`src/rtl/alu_pkg.sv`:
```
// Shared opcodes, instruction fields and FSM states for the ALU sequencer.
// ALU_SEQ_MINALL_EN enables the MINALL reduction and its LOOP state.
package alu_pkg;

  localparam logic [3:0] OP_NOP    = 4'b0000;
  localparam logic [3:0] OP_LOAD   = 4'b0001;
  localparam logic [3:0] OP_ADD    = 4'b0010;
  localparam logic [3:0] OP_XOR    = 4'b0011;
  localparam logic [3:0] OP_MIN    = 4'b0100;
  localparam logic [3:0] OP_MINALL = 4'b0111;

  localparam int OP_LSB = 12;
  localparam int RX_LSB = 8;
  localparam int RY_LSB = 4;

  typedef enum logic [1:0] {
    S_IDLE = 2'd0,
    S_EXEC = 2'd1,
    S_DONE = 2'd2
`ifdef ALU_SEQ_MINALL_EN
    , S_LOOP = 2'd3
`endif
  } state_t;

  function automatic logic op_legal(input logic [3:0] op);
    case (op)
      OP_LOAD, OP_ADD, OP_XOR, OP_MIN: return 1'b1;
`ifdef ALU_SEQ_MINALL_EN
      OP_MINALL: return 1'b1;
`endif
      default: return 1'b0;
    endcase
  endfunction

endpackage

```
`src/rtl/alu_regbank.sv`:
```
// NREG x 16 register bank: two comb read ports, a debug read port,
// one synchronous write port, async active-low clear.
module alu_regbank #(
  parameter int NREG = 8,
  parameter int AW   = $clog2(NREG)
) (
  input  logic          clk,
  input  logic          rst_n,
  input  logic [AW-1:0] ra_sel,
  output logic [15:0]   ra_data,
  input  logic [AW-1:0] rb_sel,
  output logic [15:0]   rb_data,
  input  logic [3:0]    dbg_sel,
  output logic [15:0]   dbg_data,
  input  logic          we,
  input  logic [AW-1:0] wsel,
  input  logic [15:0]   wdata
);

  logic [15:0] regs [NREG];
  logic        unused_dbg;

  always_ff @(posedge clk or negedge rst_n) begin
    if (!rst_n) begin
      for (int i = 0; i < NREG; i++) regs[i] <= '0;
    end else if (we) begin
      regs[wsel] <= wdata;
    end
  end

  assign ra_data  = regs[ra_sel];
  assign rb_data  = regs[rb_sel];
  // upper select bits beyond the bank size are ignored
  assign dbg_data = regs[dbg_sel[AW-1:0]];
  assign unused_dbg = ^dbg_sel;

endmodule

```
`src/rtl/alu_sequencer.sv`:
```
// Multi-cycle controller driving an external ALU and a register bank.
// ALU_SEQ_MINALL_EN adds the MINALL reduction (LOOP state, acc, idx).
module alu_sequencer
  import alu_pkg::*;
#(
  parameter int NREG = 8
) (
  input  logic        clk,
  input  logic        rst_n,
  input  logic [15:0] instr,
  input  logic [15:0] data_in,
  input  logic        instr_valid,
  output logic        instr_ready,
  output logic [3:0]  ins,
  output logic [15:0] a_in,
  output logic [15:0] b_in,
  input  logic [15:0] alu_out,
  output logic        done,
  output logic        err,
  output logic [15:0] result,
  input  logic [3:0]  dbg_sel,
  output logic [15:0] dbg_data
);

  localparam int AW = $clog2(NREG);

  state_t        state;
  logic [3:0]    op_q;
  logic [AW-1:0] rx_q;
  logic [AW-1:0] ry_q;

  logic [3:0]    op_in;
  logic [AW-1:0] rx_in;
  logic [AW-1:0] ry_in;
  logic          accept;
  logic          unused_instr;

  logic [AW-1:0] ra_sel;
  logic [AW-1:0] rb_sel;
  logic [AW-1:0] wsel;
  logic [15:0]   ra_data;
  logic [15:0]   rb_data;
  logic [15:0]   wdata;
  logic          we;

`ifdef ALU_SEQ_MINALL_EN
  logic [15:0]   acc;
  logic [AW-1:0] idx;
`endif

  assign op_in        = instr[OP_LSB +: 4];
  assign rx_in        = instr[RX_LSB +: AW];
  assign ry_in        = instr[RY_LSB +: AW];
  assign instr_ready  = state == S_IDLE;
  assign accept       = instr_valid && instr_ready;
  assign unused_instr = ^instr;

  alu_regbank #(
    .NREG (NREG),
    .AW   (AW)
  ) u_bank (
    .clk      (clk),
    .rst_n    (rst_n),
    .ra_sel   (ra_sel),
    .ra_data  (ra_data),
    .rb_sel   (rb_sel),
    .rb_data  (rb_data),
    .dbg_sel  (dbg_sel),
    .dbg_data (dbg_data),
    .we       (we),
    .wsel     (wsel),
    .wdata    (wdata)
  );

  always_comb begin
    ins    = OP_NOP;
    a_in   = '0;
    b_in   = '0;
    ra_sel = rx_q;
    rb_sel = ry_q;
    we     = 1'b0;
    wsel   = rx_q;
    wdata  = alu_out;
    unique case (state)
      S_IDLE: begin
        // port A reads R[0] so MINALL can seed acc on accept
        ra_sel = '0;
        if (accept && op_in == OP_LOAD) begin
          we    = 1'b1;
          wsel  = rx_in;
          wdata = data_in;
        end
      end
      S_EXEC: begin
        ins  = op_q;
        a_in = ra_data;
        b_in = rb_data;
        we   = 1'b1;
      end
`ifdef ALU_SEQ_MINALL_EN
      S_LOOP: begin
        ins    = OP_MINALL;
        a_in   = acc;
        rb_sel = idx;
        b_in   = rb_data;
        we     = idx == '1;
      end
`endif
      default: ;
    endcase
  end

  always_ff @(posedge clk or negedge rst_n) begin
    if (!rst_n) begin
      state  <= S_IDLE;
      op_q   <= OP_NOP;
      rx_q   <= '0;
      ry_q   <= '0;
      done   <= 1'b0;
      err    <= 1'b0;
      result <= '0;
`ifdef ALU_SEQ_MINALL_EN
      acc    <= '0;
      idx    <= '0;
`endif
    end else begin
      done <= 1'b0;
      err  <= 1'b0;
      unique case (state)
        S_IDLE: begin
          if (accept) begin
            op_q <= op_in;
            rx_q <= rx_in;
            ry_q <= ry_in;
            if (!op_legal(op_in)) begin
              state <= S_DONE;
              done  <= 1'b1;
              err   <= 1'b1;
            end else if (op_in == OP_LOAD) begin
              state  <= S_DONE;
              done   <= 1'b1;
              result <= data_in;
`ifdef ALU_SEQ_MINALL_EN
            end else if (op_in == OP_MINALL) begin
              acc   <= ra_data;
              idx   <= AW'(1);
              state <= S_LOOP;
`endif
            end else begin
              state <= S_EXEC;
            end
          end
        end
        S_EXEC: begin
          result <= alu_out;
          done   <= 1'b1;
          state  <= S_DONE;
        end
`ifdef ALU_SEQ_MINALL_EN
        S_LOOP: begin
          acc <= alu_out;
          idx <= idx + 1'b1;
          // NREG is a power of two, so the last index is all ones
          if (idx == '1) begin
            result <= alu_out;
            done   <= 1'b1;
            state  <= S_DONE;
          end
        end
`endif
        S_DONE: state <= S_IDLE;
        default: state <= S_IDLE;
      endcase
    end
  end

endmodule

```
`config.mk`:
```
export PLATFORM = sky130hd
export DESIGN_NAME = alu_sequencer
export DESIGN_NICKNAME = d
export VERILOG_FILES = /design/src/rtl/alu_pkg.sv /design/src/rtl/alu_regbank.sv /design/src/rtl/alu_sequencer.sv
export SDC_FILE = /design/constraint.sdc
export NUM_CORES = 1
export LEC_CHECK = 0
export CORE_MARGIN = 3
export CORE_UTILIZATION = 43
export DETAILED_ROUTE_END_ITERATION = 10
export PLACE_DENSITY = 0.65
export SLEW_MARGIN = 20
export SYNTH_ARGS = -nofsm -noshare
export SYNTH_HDL_FRONTEND = slang
export SYNTH_SLANG_ARGS = --single-unit
```
`constraint.sdc`:
```
create_clock -name clk -period 4.8 [get_ports clk]
set_clock_uncertainty 0.1 [all_clocks]
set_input_delay 0.96 -clock clk [delete_from_list [all_inputs] [get_ports clk]]
set_output_delay 0.96 -clock clk [all_outputs]
set_load 0.1 [all_outputs]
```
==> results.md <==
- Worst Path Class, Setup: register to output pin
- TritonCTS clock tree: yes
- Post-DRT Antenna Nets: 0
- Top cell by count, worst path: buf_4
- Vias in the first global route: 7527
- Number of max-slew violations in the final report: 0
- Placed cell count: 1124
- Number of nets in the layout: 923
- Core utilization of the finished layout: 55.5%
- Total DRC errors in the routed layout: 0
- Highest cell delay on the worst timing path: 790 ps
- Worst-path clk slew: 60 ps
- Proportion of layout cells with a drive suffix above 1: 46.5%
- Total nets after synthesis: 813
- Register-to-register setup slack: 1520 ps
- MaxCap Viol Count: 0
- Global-route wire length before repair: 44100 um
- Worst Path Buf+Inv: 2
- GRT Resource Usage Total: 23.9%
- Launching element type of the critical path: register
- Leakage power: 5.15 nW
- Synth Area per Inst: 12.6 sq um
- Starting density of the core: 44.7%
- Crit path max-delay cell type: dfrtp_1
- Distinct cell type count after synthesis: 42
- Largest net degree at the start of global routing: 108
- Fmax: 246 MHz
- DP Wirelength: 18300 um
- Seq/Total Area, Yosys: 41.3%
- Total power: 6.49 mW
- Post-Layout Cell Count: 1154
- Iteration count of the initial detailed-routing pass: 7
- Post-synth ARST share: 100%
- Vertical die dimension: 155 um
- Gate Count Post-Synth: 758
- Critical Path RT: 3740 ps
- Setup TNS Final: 0 ps
- Setup violators final: 0
- Power density over cell area: 546 nW/um^2
- Type of the worst min-delay path: register to register
- Synth Warn #: 0
- Source-to-sink clock delay at the later pin of the worst-skew pair: 430 ps
- Kind of cell with the highest combined delay on the critical path: compound AO/OA/AOI/OAI gates
- Critical Path Sink Type: output pin
- Post CTS Setup Buffer Count: 0
- Area of the core: 21400 sq um
- Final clock period utilization by the worst path: 84.6%
- Post-route minimum period: 4060 ps
- Width of the die: 155 um
- Sink count of the clock tree: 158
- PortBufs: 118
- Worst rel slew slack: 24.3%
- Most area-consuming cells after synthesis: dfrtp_1 41%, mux2_2 23%, mux4_2 15%
- Post-route cell area: 11900 sq um
- Worst vdd ir: 0.353 mV
- Leftover overflow at the end of global routing: 0
- Post-synthesis register bit count: 158
- Num ports: 126
- Data arrival time at the worst-slack endpoint: 3000 ps
- Number of placement rows: 53
- Die outline area: 24100 sq um
- Standard cell area after detailed placement: 11300 sq um
- CTS resizes: 0
- Result of the run: finished clean
- Top cell type's share of synthesized area: 41.3%
- Antenna diode count: 0
- RSZ-0062 raised after global routing: false
- Routed vias: 6964
- CTS buffer count: 17
- Count of final hold-check violations: 0
- Highest net fanout along the worst path: 18
- GPL Wtd Cong: 0.804
- Drt first-iter violations: 493
- Via density per instance: 6.03
- Total wire length: 28100 um
- Top FF cell, synth: dfrtp_1
- Master cell of the clock root buffer: clkbuf_16
- Post-synthesis to final-layout area growth: 24.2%
- Filler instances: 1778
- Worst Max-Slew Pin Slew: 1130 ps
- Number of antenna violations at the first check in global routing: 0
- # H-tree levels: 4
- Leading area contributor after synthesis: dfrtp_1
- Number of flops mapped to enable cells by yosys: 0
- Sequence of cells on the critical path: o21ai_2, buf_4, mux2_2, o21ai_0, a221oi_2, buf_4
- Summed instance area of the synthesized netlist: 9580 sq um
- Number of buffers on the longest clock path: 2
- Hold-fix buffer count after cts: 0
- Wire length per cell after detailed routing: 24.4 um
[state kept, by name, indices dropped and copies added (netlist names)]
signal       flops
u_bank.regs    128
result          16
op_q             4
rb_sel           3
rx_q             3
state            2
done             1
err              1
[layout make-up]
| type | count | area [sq um] | area share (%) |
|---|---|---|---|
| multi-input cells | 541 | 5430 | 45.6 |
| well taps | 275 | 344 | 2.89 |
| inverters | 2 | 7.51 | 0.0631 |
| repair buffers | 148 | 1530 | 12.8 |
| flip-flops and latches | 158 | 3960 | 33.3 |
| clock buffers | 19 | 443 | 3.72 |
| clock inverters | 11 | 191 | 1.61 |
[cell usage in the layout (no fill, tap or decap), types with 2 or more instances in the layout]
master and count:
bufinv_16 5, nand4b_1 2, and2_1 4, a21oi_1 32
clkbuf_8 2, nor3b_2 2, dfrtp_1 155, buf_4 62
a221oi_1 2, a21oi_2 6, o211ai_1 3, mux2i_1 48
o21ai_0 21, nand2_1 92, clkinv_2 3, nor2_1 33
or2_2 2, nor3_1 2, clkinv_4 3, mux2_2 192
buf_12 20, mux4_2 64, a221oi_2 13, clkbuf_16 17
dfrtp_2 3, clkdlybuf4s50_1 64, a21oi_4 2, a32oi_2 2
[cell usage after synthesis (all sizes together) (2+ instances only)]
library cell	number
mux2	192
dfrtp	158
nand2	93
mux4	64
mux2i	48
a21oi	40
clkbuf	35
nor2	34
buf	22
o21ai	22
a221oi	15
and2	4
nor3b	3
o211ai	3
a32oi	2
nand2b	2
nand4b	2
nor3	2
or2	2
[worst min-delay path: cells and delay by family (launching register included)]
family,cells,cell delay (ps)
flops,1,340
simple gates,2,100
[report_power, final]
part	internal (mW)	switching [mW]
clock network	0.930	0.540
registers	1.75	0.471
logic	1.25	1.55
total	3.93	2.56
[per-stage QoR]
stage | hold WS [ps] | worst slack (ps)
2_1_floorplan | 337 | -640
3_3_place_gp | 353 | 880
3_5_place_dp | 360 | 862
4_1_cts | 378 | 750
5_1_grt | 407 | 664
6_report | 374 | 742
[logic make-up (layout without fill, tap and decap cells)]
| logic type | count (synthesis) | in the layout | synth area share, % |
|---|---|---|---|
| buf+inv | 59 | 180 | 3.04 |
| xor+xnor | 1 | 1 | 0.0915 |
| simple gates | 149 | 149 | 6.82 |
| mux | 304 | 304 | 42.6 |
| compound gates | 87 | 87 | 6.10 |
| flops | 158 | 158 | 41.3 |
[final timing paths]
path / from / endpoint / depth (start not counted)
max reg2reg: rx_q[2]$_DFFE_PN0P_ / u_bank.regs[53]$_DFFE_PN0P_ / 6
min reg2reg: op_q[1]$_DFFE_PN0P_ / op_q[1]$_DFFE_PN0P_ / 2
max: rx_q[0]$_DFFE_PN0P_ / a_in[0] / 6
max in group asynchronous: rst_n / u_bank.regs[21]$_DFFE_PN0P_ / 2
min: op_q[1]$_DFFE_PN0P_ / op_q[1]$_DFFE_PN0P_ / 2
min in group asynchronous: rst_n / done$_DFF_PN0_ / 1
[layer usage]
layer / vias up / GRT usage [%] / routed length, um
li1: 3063 / - / -
met5: - / 0 / 0
met1: 3619 / 31.0 / 11300
met3: 30 / 4.76 / 1810
met4: 0 / 6.04 / 365
met2: 252 / 41.3 / 14700
(Power assumes the default switching activity.)
